$ cat src/rtl/udp_encap_mux_if.sv
// Handshake bundle of the UDP header inserter: descriptor in, payload in, datagram out.
// The slave view is the inserter itself; the master view is its surroundings.
interface udp_encap_mux_if #(
  parameter int DATA_W = 64,
  parameter int CH_W   = 2
);
  logic              desc_valid;
  logic              desc_ready;
  logic [CH_W-1:0]   desc_chan;
  logic [15:0]       desc_len;
  logic [DATA_W-1:0] s_tdata;
  logic              s_tvalid;
  logic              s_tready;
  logic              s_tlast;
  logic [DATA_W-1:0] m_tdata;
  logic              m_tvalid;
  logic              m_tready;
  logic              m_tlast;

  modport master (
    output desc_valid, desc_chan, desc_len, s_tdata, s_tvalid, s_tlast, m_tready,
    input  desc_ready, s_tready, m_tdata, m_tvalid, m_tlast
  );

  modport slave (
    input  desc_valid, desc_chan, desc_len, s_tdata, s_tvalid, s_tlast, m_tready,
    output desc_ready, s_tready, m_tdata, m_tvalid, m_tlast
  );
endinterface

$ cat src/rtl/udp_encap_mux.sv
// Multi-channel UDP header inserter: per descriptor, emits an 8-byte big-endian UDP
// header from the channel's port table, then forwards the payload through one output register.
//
//   state | meaning
//   IDLE  | waiting for a descriptor, output register empty
//   HDR   | header beats still to be loaded into the output register
//   PAY   | forwarding payload beats, counting down the expected beats
//   LAST  | final (tlast) beat sits in the output register, waiting to transfer
//   DROP  | discarding payload up to s_tlast; a pending tlast beat still drains
module udp_encap_mux #(
  parameter int DATA_W = 64,
  parameter int NUM_CH = 4,
  parameter int CH_W   = (NUM_CH > 1) ? $clog2(NUM_CH) : 1,
  parameter int CNT_W  = 32
) (
  input  logic                 clk,
  input  logic                 rst,
  input  logic [NUM_CH*16-1:0] cfg_sport,
  input  logic [NUM_CH*16-1:0] cfg_dport,
  udp_encap_mux_if.slave       bus,
  output logic                 err_len,
  output logic                 err_size,
  output logic [CNT_W-1:0]     pkt_cnt,
  output logic [CNT_W-1:0]     err_cnt
);
  localparam int          BYTES     = DATA_W / 8;
  localparam int          HDR_BEATS = 64 / DATA_W;
  localparam int          LG_BYTES  = $clog2(BYTES);
  localparam logic [15:0] MAX_LEN   = 16'd65527;

  typedef enum logic [2:0] {IDLE, HDR, PAY, LAST, DROP} state_t;

  state_t            state, state_nxt;
  logic [63:0]       hdr_q, hdr_d, hdr_new;
  logic [2:0]        hdr_left_q, hdr_left_d;
  logic [16:0]       beats_q, beats_d, exp_beats;
  logic              tail_q, tail_d;
  logic              m_tvalid_q, m_tvalid_d;
  logic              m_tlast_q, m_tlast_d;
  logic [DATA_W-1:0] m_tdata_q, m_tdata_d;
  logic              err_len_d, err_size_d;
  logic              desc_ready_c, s_tready_c;
  logic              chan_bad, desc_bad, out_free;
  logic [CH_W+3:0]   tbl_idx;

  // A power-of-two channel count cannot be addressed out of range.
  generate
    if (NUM_CH == (1 << CH_W)) begin : g_full
      assign chan_bad = 1'b0;
    end else begin : g_part
      assign chan_bad = (bus.desc_chan >= CH_W'(NUM_CH));
    end
  endgenerate

  assign tbl_idx   = {bus.desc_chan, 4'b0000};
  assign hdr_new   = {cfg_sport[tbl_idx +: 16], cfg_dport[tbl_idx +: 16],
                      bus.desc_len + 16'd8, 16'h0000};
  assign exp_beats = 17'(({1'b0, bus.desc_len} + 17'(BYTES - 1)) >> LG_BYTES);
  assign desc_bad  = (bus.desc_len > MAX_LEN) | chan_bad;
  assign out_free  = !m_tvalid_q | bus.m_tready;

  always_comb begin
    state_nxt    = state;
    desc_ready_c = 1'b0;
    s_tready_c   = 1'b0;
    m_tvalid_d   = m_tvalid_q & !bus.m_tready;
    m_tdata_d    = m_tdata_q;
    m_tlast_d    = m_tlast_q;
    hdr_d        = hdr_q;
    hdr_left_d   = hdr_left_q;
    beats_d      = beats_q;
    tail_d       = tail_q;
    err_len_d    = 1'b0;
    err_size_d   = 1'b0;
    case (state)
      IDLE: begin
        desc_ready_c = 1'b1;
        tail_d       = 1'b0;
        if (bus.desc_valid) begin
          if (desc_bad) begin
            err_size_d = 1'b1;
            state_nxt  = DROP;
          end else begin
            m_tvalid_d = 1'b1;
            m_tdata_d  = hdr_new[63 -: DATA_W];
            m_tlast_d  = (HDR_BEATS == 1) && (exp_beats == 17'd0);
            hdr_d      = hdr_new << DATA_W;
            hdr_left_d = 3'(HDR_BEATS - 1);
            beats_d    = exp_beats;
            if (HDR_BEATS == 1) state_nxt = (exp_beats == 17'd0) ? LAST : PAY;
            else                state_nxt = HDR;
          end
        end
      end
      HDR: begin
        if (out_free) begin
          m_tvalid_d = 1'b1;
          m_tdata_d  = hdr_q[63 -: DATA_W];
          m_tlast_d  = (hdr_left_q == 3'd1) && (beats_q == 17'd0);
          hdr_d      = hdr_q << DATA_W;
          hdr_left_d = hdr_left_q - 3'd1;
          if (hdr_left_q == 3'd1) state_nxt = (beats_q == 17'd0) ? LAST : PAY;
        end
      end
      PAY: begin
        s_tready_c = out_free;
        if (out_free && bus.s_tvalid) begin
          m_tvalid_d = 1'b1;
          m_tdata_d  = bus.s_tdata;
          m_tlast_d  = 1'b0;
          beats_d    = beats_q - 17'd1;
          if (bus.s_tlast) begin
            m_tlast_d = 1'b1;
            err_len_d = (beats_q != 17'd1);
            state_nxt = LAST;
          end else if (beats_q == 17'd1) begin
            // Datagram closes at the declared length; the excess input is discarded.
            m_tlast_d = 1'b1;
            err_len_d = 1'b1;
            state_nxt = DROP;
          end
        end
      end
      LAST: begin
        if (bus.m_tready) state_nxt = IDLE;
      end
      DROP: begin
        s_tready_c = !tail_q;
        if (bus.s_tvalid && bus.s_tlast) tail_d = 1'b1;
        if ((tail_q || (bus.s_tvalid && bus.s_tlast)) && out_free) state_nxt = IDLE;
      end
      default: state_nxt = IDLE;
    endcase
  end

  always_ff @(posedge clk or posedge rst) begin
    if (rst) begin
      state      <= IDLE;
      hdr_q      <= '0;
      hdr_left_q <= '0;
      beats_q    <= '0;
      tail_q     <= 1'b0;
      m_tvalid_q <= 1'b0;
      m_tlast_q  <= 1'b0;
      m_tdata_q  <= '0;
      err_len    <= 1'b0;
      err_size   <= 1'b0;
      pkt_cnt    <= '0;
      err_cnt    <= '0;
    end else begin
      state      <= state_nxt;
      hdr_q      <= hdr_d;
      hdr_left_q <= hdr_left_d;
      beats_q    <= beats_d;
      tail_q     <= tail_d;
      m_tvalid_q <= m_tvalid_d;
      m_tlast_q  <= m_tlast_d;
      m_tdata_q  <= m_tdata_d;
      err_len    <= err_len_d;
      err_size   <= err_size_d;
      if (m_tvalid_q && bus.m_tready && m_tlast_q) pkt_cnt <= pkt_cnt + CNT_W'(1);
      if (err_len_d || err_size_d) err_cnt <= err_cnt + CNT_W'(1);
    end
  end

  assign bus.desc_ready = desc_ready_c;
  assign bus.s_tready   = s_tready_c;
  assign bus.m_tvalid   = m_tvalid_q;
  assign bus.m_tlast    = m_tlast_q;
  assign bus.m_tdata    = m_tdata_q;
endmodule

$ cat src/flat_wrapper.sv
// flat-port wrapper written by rule: the top's interface ports become plain ports
module udp_encap_mux_flat 
#(
  parameter int DATA_W = 64,
  parameter int NUM_CH = 4,
  parameter int CH_W   = (NUM_CH > 1) ? $clog2(NUM_CH) : 1,
  parameter int CNT_W  = 32
)
  (clk, rst, cfg_sport, cfg_dport, err_len, err_size, pkt_cnt, err_cnt, bus_desc_valid, bus_desc_chan, bus_desc_len, bus_s_tdata, bus_s_tvalid, bus_s_tlast, bus_m_tready, bus_desc_ready, bus_s_tready, bus_m_tdata, bus_m_tvalid, bus_m_tlast);
  udp_encap_mux_if #(.DATA_W(DATA_W), .CH_W(CH_W)) bus_i ();
  input  logic clk;
  input  logic rst;
  input  logic [NUM_CH*16-1:0] cfg_sport;
  input  logic [NUM_CH*16-1:0] cfg_dport;
  output logic err_len;
  output logic err_size;
  output logic [CNT_W-1:0] pkt_cnt;
  output logic [CNT_W-1:0] err_cnt;
  input wire logic [$bits(bus_i.desc_valid)-1:0] bus_desc_valid;
  input wire logic [$bits(bus_i.desc_chan)-1:0] bus_desc_chan;
  input wire logic [$bits(bus_i.desc_len)-1:0] bus_desc_len;
  input wire logic [$bits(bus_i.s_tdata)-1:0] bus_s_tdata;
  input wire logic [$bits(bus_i.s_tvalid)-1:0] bus_s_tvalid;
  input wire logic [$bits(bus_i.s_tlast)-1:0] bus_s_tlast;
  input wire logic [$bits(bus_i.m_tready)-1:0] bus_m_tready;
  output wire logic [$bits(bus_i.desc_ready)-1:0] bus_desc_ready;
  output wire logic [$bits(bus_i.s_tready)-1:0] bus_s_tready;
  output wire logic [$bits(bus_i.m_tdata)-1:0] bus_m_tdata;
  output wire logic [$bits(bus_i.m_tvalid)-1:0] bus_m_tvalid;
  output wire logic [$bits(bus_i.m_tlast)-1:0] bus_m_tlast;
  assign bus_i.desc_valid = bus_desc_valid;
  assign bus_i.desc_chan = bus_desc_chan;
  assign bus_i.desc_len = bus_desc_len;
  assign bus_i.s_tdata = bus_s_tdata;
  assign bus_i.s_tvalid = bus_s_tvalid;
  assign bus_i.s_tlast = bus_s_tlast;
  assign bus_i.m_tready = bus_m_tready;
  assign bus_desc_ready = bus_i.desc_ready;
  assign bus_s_tready = bus_i.s_tready;
  assign bus_m_tdata = bus_i.m_tdata;
  assign bus_m_tvalid = bus_i.m_tvalid;
  assign bus_m_tlast = bus_i.m_tlast;
  udp_encap_mux #(.DATA_W(DATA_W), .NUM_CH(NUM_CH), .CH_W(CH_W), .CNT_W(CNT_W)) u_core (.clk(clk), .rst(rst), .cfg_sport(cfg_sport), .cfg_dport(cfg_dport), .bus(bus_i), .err_len(err_len), .err_size(err_size), .pkt_cnt(pkt_cnt), .err_cnt(err_cnt));
endmodule
$ cat config.mk
export PLATFORM = sky130hd
export DESIGN_NAME = udp_encap_mux_flat
export DESIGN_NICKNAME = d
export VERILOG_FILES = /design/src/rtl/udp_encap_mux_if.sv /design/src/rtl/udp_encap_mux.sv /design/src/flat_wrapper.sv
export SDC_FILE = /design/constraint.sdc
export NUM_CORES = 1
export LEC_CHECK = 0
export ABC_AREA = 1
export BUFFER_PORTS_ARGS = -buffer_cell sky130_fd_sc_hd__buf_2
export CAP_MARGIN = 10
export CORE_MARGIN = 4
export CORE_UTILIZATION = 45
export CTS_CLUSTER_DIAMETER = 60
export DETAILED_ROUTE_END_ITERATION = 8
export HOLD_SLACK_MARGIN = 0.1
export PLACE_DENSITY = 0.74
export SYNTH_ARGS = -nofsm -noshare
export SYNTH_HDL_FRONTEND = slang
export SYNTH_SLANG_ARGS = --single-unit
$ cat constraint.sdc
create_clock -name clk -period 11.65 [get_ports clk]
set_input_delay 1.165 -clock clk [delete_from_list [all_inputs] [get_ports clk]]
set_output_delay 1.165 -clock clk [all_outputs]
set_load 0.01 [all_outputs]
==> results of run 1 <==
[stage by stage]
step	cell area (sq um)	hold WS, ps	worst slack (ps)	power, mW	util (%)
after floorplan	9380	485	6280	1.75	-
after global placement	11200	460	7970	2.13	55.1
after detailed placement	11200	469	7960	2.16	55.1
after CTS	11900	479	8000	2.79	58.4
after global routing	11900	505	7710	2.98	58.4
final	11900	472	8010	2.78	58.4
[metal layers]
| metal | share of wire [%] | wire length (microns) | up-vias |
|---|---|---|---|
| met5 | 0 | 0 | - |
| met2 | 47 | 15200 | 414 |
| met3 | 8.1 | 2620 | 48 |
| met4 | 2.4 | 775 | 0 |
| met1 | 43 | 13800 | 4574 |
| li1 | - | - | 4786 |
[power by group through the flow]
stage	Sequential, mW	Combinational [mW]	Clock [mW]
4_1_cts	0.874	1.28	0.633
6_report	0.877	1.28	0.623
3_3_place_gp	0.876	1.26	0
3_5_place_dp	0.877	1.28	0
2_1_floorplan	0.921	0.827	0
5_1_grt	0.898	1.43	0.659
[area by class of cell]
type | instances | area [sq um] | share of cell area (%)
Antenna cell | 5 | 12.5 | 0.105
Clock buffer | 19 | 453 | 3.81
Clock inverter | 12 | 210 | 1.77
Inverter | 104 | 395 | 3.32
Multi-Input combinational cell | 925 | 4810 | 40.4
Sequential cell | 156 | 3900 | 32.8
Tap cell | 270 | 338 | 2.84
Timing Repair Buffer | 353 | 1780 | 14.9
[logic make-up (layout without fill, tap and decap cells)]
kind of cell / count (synthesis) / count (layout)
AOI/OAI and AO/OA: 257 / 257
xor gates and xnor gates: 64 / 64
adders and majority gates: 8 / 8
buffers and inverters: 155 / 488
DFF: 156 / 156
other: 0 / 5
and+or+nand+nor: 596 / 596
[critical path, cell delays in order, from the launching register on]
cell and delay [ps]:
dfrtp_1 390, inv_1 120, nand3_2 320, inv_2 110, buf_4 690, nand2_1 140
o21ai_0 120, buf_2 160
[worst max-delay path by stage]
stage / startpoint / to / slack, ps / cells past startpoint
CTS: u_core.state[2]$_DFFE_PP0P_ / bus_s_tready / 8000 / 7
floorplan: rst / u_core.beats_q[0]$_DFFE_PP0P_ / 6280 / 1
global placement: bus_desc_len[8] / u_core.bus.m_tlast$_DFFE_PP0P_ / 7970 / 13
finish: u_core.state[2]$_DFFE_PP0P_ / bus_s_tready / 8010 / 7
global route: u_core.state[2]$_DFFE_PP0P_ / u_core.bus.m_tlast$_DFFE_PP0P_ / 7710 / 11
detailed placement: bus_desc_len[8] / u_core.bus.m_tlast$_DFFE_PP0P_ / 7960 / 13
[synthesized netlist by cell type (all sizes together), types with 8 or more instances]
library cell,number,area (sq um)
nand2,268,1040
nor2,214,843
dfrtp,156,3900
o21ai,131,659
inv,103,387
nand3,47,260
xor2,40,350
a22oi,37,278
o32ai,34,298
a21oi,32,171
clkbuf,30,115
nand4,30,213
xnor2,24,210
nor3,23,135
buf,21,161
ha,8,100
[state kept, by name, indices dropped and copies added (netlist names), 3 cells and up]
name	cells
u_core.hdr_left_q	3
u_core.state	3
u_core.pkt_cnt	32
u_core.beats_q	17
u_core.bus.m_tdata	64
u_core.err_cnt	32
==> reports/summary.md, run 1 <==
Die extent in y: 152 microns. The synthesized netlist devotes 16.7% of its cell area to compound gates. The first global-routing pass estimated 50300 microns of wire. Setup repair after global routing left no endpoint under its margin. For the overall track demand over capacity in global routing, the log shows 26.6%. Clock-pin slew was measured on the worst setup and hold paths at 60 ps. Routability-driven placement finished with a final weighted congestion of 0.938. Static leakage: 6.02 nW. For this configuration, the core starts out at a cell density of 46.1%.

The number of warnings reported in the yosys synthesis log is 0. In the routed layout, each cell is associated on average with a via count of 5.33. The number of buffers created by CTS is 17. Relative to the synthesized area, the layout overhead comes to 26.9%.

Across the run, the number of max-cap violations was 0. For the number of nets in the layout, the log shows 1781. Total net switching power: 1.23 mW.

The synthesized design contains 0 enable-type register cells. For the pin with the worst max-slew slack, the measured transition is 1140 ps. In this run the cell area of the synthesized design comes to 9380 sq um. The post-route netlist has 27.2% of its cells at a drive strength greater than 1. The logs give 31.6% for the register share of total power and 350 for the count of pins on the block boundary.

Across the VDD grid, the largest voltage drop is 0.189 mV. The count of buffers inserted at the top-level ports was 349. Worst-case clock skew: 12.3 ps. The worst register-to-register path ends at u_core.bus.m_tlast$_DFFE_PP0P_. In the routed design, unresolved DRC markers number 0. The tools report the final standard cell count with taps included and fillers excluded as 1844. The tools report the endpoint with the worst hold slack as u_core.pkt_cnt[31]$_DFFE_PP0P_. The startpoint identified for the worst hold timing path is u_core.pkt_cnt[31]$_DFFE_PP0P_. The worst min-delay path class is flop to flop. The switching power as a share of total power was 44.2%; the multiplexer area fraction after synthesis was 0%. In this run the most used layer during global routing was met2. Summing over every cut layer, the via total after detailed routing is 9822.

The cell count after placement is 1808, and the power per cell area is 233 nW/um^2. The fraction of registers with async set or reset after synthesis was 100%. The headroom to the max-slew limit was 23.7%; the initial DRC count was 630. A synthesized cell averages 7.59 sq um. Global routing used 42.6% of the available met2 tracks. The path depth of the worst reg2reg path came out at 11. The number of hold buffers added after CTS was 0.

Along the worst path, the maximum fanout reaches 77. The routing usage on met3 came out at 6.36%. The floorplan step defined a die boundary enclosing 23200 sq um. The count of clock tree sinks was 156; the portion of the clock cycle consumed by the worst path in the final layout was 31.3%.

The final count of negative-setup-slack endpoints was 0. The clock network is responsible for 22.4% of the overall power. The per-cell routed wire length was 17.5 microns.

The synthesized netlist cell count is 1236, and the final number of max-transition violations is 0. When the netlist entered floorplanning its net count stood at 1460. The logs give 46.0% for the combinational share of power and 52 for the number of rows in the core area. The initial antenna violation count came out at 4. The flow ran to the end, and the final reports show no timing, DRC or antenna violations. For this run, the top clock speed supported by timing is 0.274 GHz.

The number of distinct library cell variants in the gate-level netlist after synthesis was 46. The worst register-to-register path begins at u_core.state[2]$_DFFE_PP0P_. Leaving out fill and tap cells, the most frequent cells in the layout are buf_2 (349), nand2_1 (262), nor2_1 (204).

After Yosys synthesis, full adders, half adders and majority gates account for 1.07% of the synthesized area. The count of final hold-check violations is 0, and the clock latency on the worst-skew pair is 420 ps. Depth of the CTS H-tree: 4. For this run, the register share of the synthesized area comes to 41.6%. The logs give 5 for the detailed-router iteration count before antenna repair and 8050 ps for the minimum setup slack among reg-to-reg paths.

In the synthesized netlist the dominant register cell turns out to be dfrtp_1. The tools report the number of global-route vias before repair as 9297. The chip width is 152 microns. The cell depth of the worst min-delay path came out at 1. The run gives 0 as the number of gates resized after CTS. The total negative slack is 0 ps.

Kind of end point of the critical path: an output port. Once detailed placement completed, the half-perimeter wirelength came to 24700 microns. Of the total synthesized cell area, the portion taken by AND, OR, NAND and NOR gates is 27.5%. The total detailed-routing wirelength was 32300 microns. Internal portion of total power: 1.55 mW.

The tools report the arrival time reported for the critical path endpoint as 2480 ps. The maximum clock insertion buffer count was 2; the number of setup buffers added after CTS was 0. Once detail routing completed, the nets flagged for antenna violations numbered 0.

For the met1 usage, the log shows 35.5%. Summed over all layers, the global routing overflow is 0. Data on the critical path is required at its endpoint by 10490 ps. Entering global routing, the biggest net connects 115 pins.

Largest family of logic cells by synthesized area: simple AND/OR/NAND/NOR gates. The tools report the root buffer cell as clkbuf_16. The most frequent standard cell in the layout excluding fill and tap cells is buf_2.

The tools report the launching element type of the critical path as a flop. The region available for standard cell placement spans 20400 sq um. After filler insertion, the fill cell instance count of the layout stands at 1893. The routed design could run at a clock period as short as 3640 ps. The worst setup path is of the flop to output port kind.

The xor/xnor cell area share of the yosys netlist came out at 5.98%. After synthesis the netlist holds a flip-flop and latch count of 156. TritonCTS built the clock tree.
Power figures use the tool's default switching activity.
==> inputs of run 2 (changes only) <==
Clock period 11.65 ns to 3.55 ns, I/O delays scaled along.
==> reports/summary.md, run 2 (synthesis gave the netlist of run 1 again) <==
The category of the most critical setup path was flop to output port (unchanged). The count of pins on the block boundary is 350 (unchanged). Standard cell core area: 20400 sq um (unchanged). For the max-capacitance violation count, the log shows 0 (unchanged). The logs give 0 (unchanged) for the count of final hold-check violations and 156 (unchanged) for the count of clock tree sinks. The path depth of the worst reg2reg path is 11 (unchanged). Depth of the CTS H-tree: 4 (unchanged). The share of final-layout standard cells stronger than drive strength 1 came out at 27.5% (was 27.2%). Timing would allow up to 0.351 GHz.

The initial DRC count was 620 (was 630). The maximum clock insertion buffer count is 2 (unchanged). The remaining global-route overflow was 0 (unchanged).

TritonCTS built the clock tree. The power per cell area came out at 752 nW/um^2 (was 233 nW/um^2). The tools report the headroom to the max-slew limit as 32.8% (was 23.7%). The detailed-router iteration count before antenna repair came out at 5 (unchanged).

The most frequent standard cell in the layout excluding fill and tap cells is buf_2 (unchanged). Pin count of the biggest net entering global routing: 92 (was 115). The logs give 23800 microns (was 24700 microns) for the placed wire-length estimate and 420 ps (about the same) for the clock latency on the worst-skew pair.

Worst-case clock skew: 10.5 ps (was 12.3 ps). The origin of the worst min-delay path was bus_s_tdata[10] (was u_core.pkt_cnt[31]$_DFFE_PP0P_). The measured slew at the worst slew-check pin is 1010 ps (was 1140 ps). Setup repair after global routing left no endpoint under its margin.

The run gives 0 (unchanged) as the number of setup buffers added after CTS. Cell depth of the worst min-delay path: 3 (was 1). The tools report the root buffer cell as clkbuf_16 (unchanged). The endpoint with the worst hold slack was u_core.bus.m_tdata[10]$_DFFE_PP0P_ (was u_core.pkt_cnt[31]$_DFFE_PP0P_).

The worst hold slack is 184 ps (was 472 ps), and the arrival time reported for the critical path endpoint is 2490 ps (was 2480 ps). The overall track demand over capacity in global routing is 25.7% (was 26.6%). Most used cells in the layout excluding fill and tap cells: buf_2 (349), nand2_1 (262), nor2_1 (204) (unchanged).

Per-cell routed wire length: 16.8 microns (was 17.5 microns). The tools report the kind of end point of the critical path as an output port (unchanged). The run gives 0 (unchanged) as the final number of max-transition violations. The effective utilization at floorplan was 46.1% (unchanged); the via count normalized by instance count was 5.30 (was 5.33). The run gives 31000 microns (was 32300 microns) as the total detailed-routing wirelength.

The highest fanout seen on the critical path is 76 (was 77), and the clock period minus worst slack is 2850 ps. The logs give 0 (unchanged) for the total DRC errors in the routed layout and 17 (unchanged) for the number of buffers created by CTS. Static leakage: 6.03 nW (was 6.02 nW). The worst flop-to-flop path startpoint is u_core.beats_q[9]$_DFFE_PP0P_ (was u_core.state[2]$_DFFE_PP0P_). The final count of negative-setup-slack endpoints is 0 (unchanged), and the number of flip-flops under the largest register name is 64 (unchanged). The register clock-pin slew on the reported worst setup and hold paths is 70 ps (was 60 ps), and the count of buffers inserted at the top-level ports is 349 (unchanged).

The tools report the number of global-route vias before repair as 9309 (was 9297). The via count is 9803 (was 9822). The number of gates resized after CTS was 0 (unchanged); the data required time at the worst endpoint was 3190 ps (was 10490 ps). The tools report the highest ir drop seen on vdd as 0.539 mV (was 0.189 mV). The number of routed nets with antenna violations is 0 (unchanged), and the area growth from synthesis to layout is 26.9% (about the same). For the number of nets in the layout, the log shows 1787 (was 1781). The tools report the number of rows in the core area as 52 (unchanged).

The tools report the total negative slack as 0 ps (unchanged). The tools report the initial antenna violation count as 3 (was 4). The launching element type of the critical path is a flop (unchanged). The run finished with clean final reports. Endpoint of the lowest-slack register-to-register path: u_core.err_cnt[22]$_DFFE_PP0P_ (was u_core.bus.m_tlast$_DFFE_PP0P_). The chip width is 152 microns (unchanged), and the die extent in y is 152 microns (unchanged).

The logs give 48900 microns (was 50300 microns) for the first-pass GRT wire length and 0.992 (was 0.938) for the final weighted congestion in routability-driven placement. The tools report the minimum setup slack among reg-to-reg paths as 1160 ps (was 8050 ps). The area of the die was 23200 sq um (unchanged). The worst path uses 80.2% of the clock period. Worst min-delay path class: input pin to flop (was flop to flop). The total of fill cells in the finished design came out at 1882 (was 1893).
==> run 2: metrics by stage <==
stage	worst slack (ps)	instance area (sq um)	power [mW]	utilization (%)	cells
floorplan	1220	9380	5.74	-	1236
global placement	1180	11300	7.04	55.4	1813
detailed placement	1140	11300	7.14	55.4	1813
CTS	684	11900	9.01	58.4	1846
global route	537	11900	9.64	58.4	1848
finish	702	11900	8.95	58.4	1849
==> run 2: power by group <==
| group | switching (mW) | internal (mW) | total [mW] |
|---|---|---|---|
| Combinational | 2.81 | 1.44 | 4.25 |
| Clock | 0.771 | 1.07 | 1.84 |
| Sequential | 0.453 | 2.41 | 2.86 |
==> run 2: routing by layer <==
metal	vias to the layer above	global-route usage (%)	wire, microns
li1	4805	-	-
met1	4572	34.3	13200
met2	390	42.0	14800
met3	36	6.02	2480
met4	0	7.66	530
met5	-	0	0
==> run 2: final cells by class <==
cell class,instances,area (sq um),share of cell area (%)
timing repair buffer,359,1850,15.5
sequential,156,3900,32.8
tap,270,338,2.84
inverter,104,394,3.31
clock inverter,14,159,1.34
multi-input combinational,925,4810,40.4
clock buffer,18,439,3.69
antenna,3,7.51,0.0631
==> run 2: critical path, stage by stage, from the launching register on <==
cell	delay, ps
dfrtp_1	400
inv_1	120
nand3_2	320
inv_2	140
buf_4	690
nand2_1	130
o21ai_0	120
buf_2	160
==> run 2: how the worst max path moves through the flow <==
stage | from | to | slack, ps | depth (start not counted)
2_1_floorplan | rst | u_core.beats_q[0]$_DFFE_PP0P_ | 1220 | 1
3_3_place_gp | u_core.state[2]$_DFFE_PP0P_ | bus_s_tready | 1180 | 7
3_5_place_dp | u_core.state[2]$_DFFE_PP0P_ | bus_s_tready | 1140 | 7
4_1_cts | u_core.state[2]$_DFFE_PP0P_ | bus_s_tready | 680 | 7
5_1_grt | u_core.state[2]$_DFFE_PP0P_ | bus_s_tready | 540 | 7
6_report | u_core.state[2]$_DFFE_PP0P_ | bus_s_tready | 700 | 7
==> run 2: what timing repair did <==
action                                  4_1_cts  5_1_grt
endpoints found under the setup margin        0        0
endpoints found under the hold margin        20        0
hold buffers                                  1        0
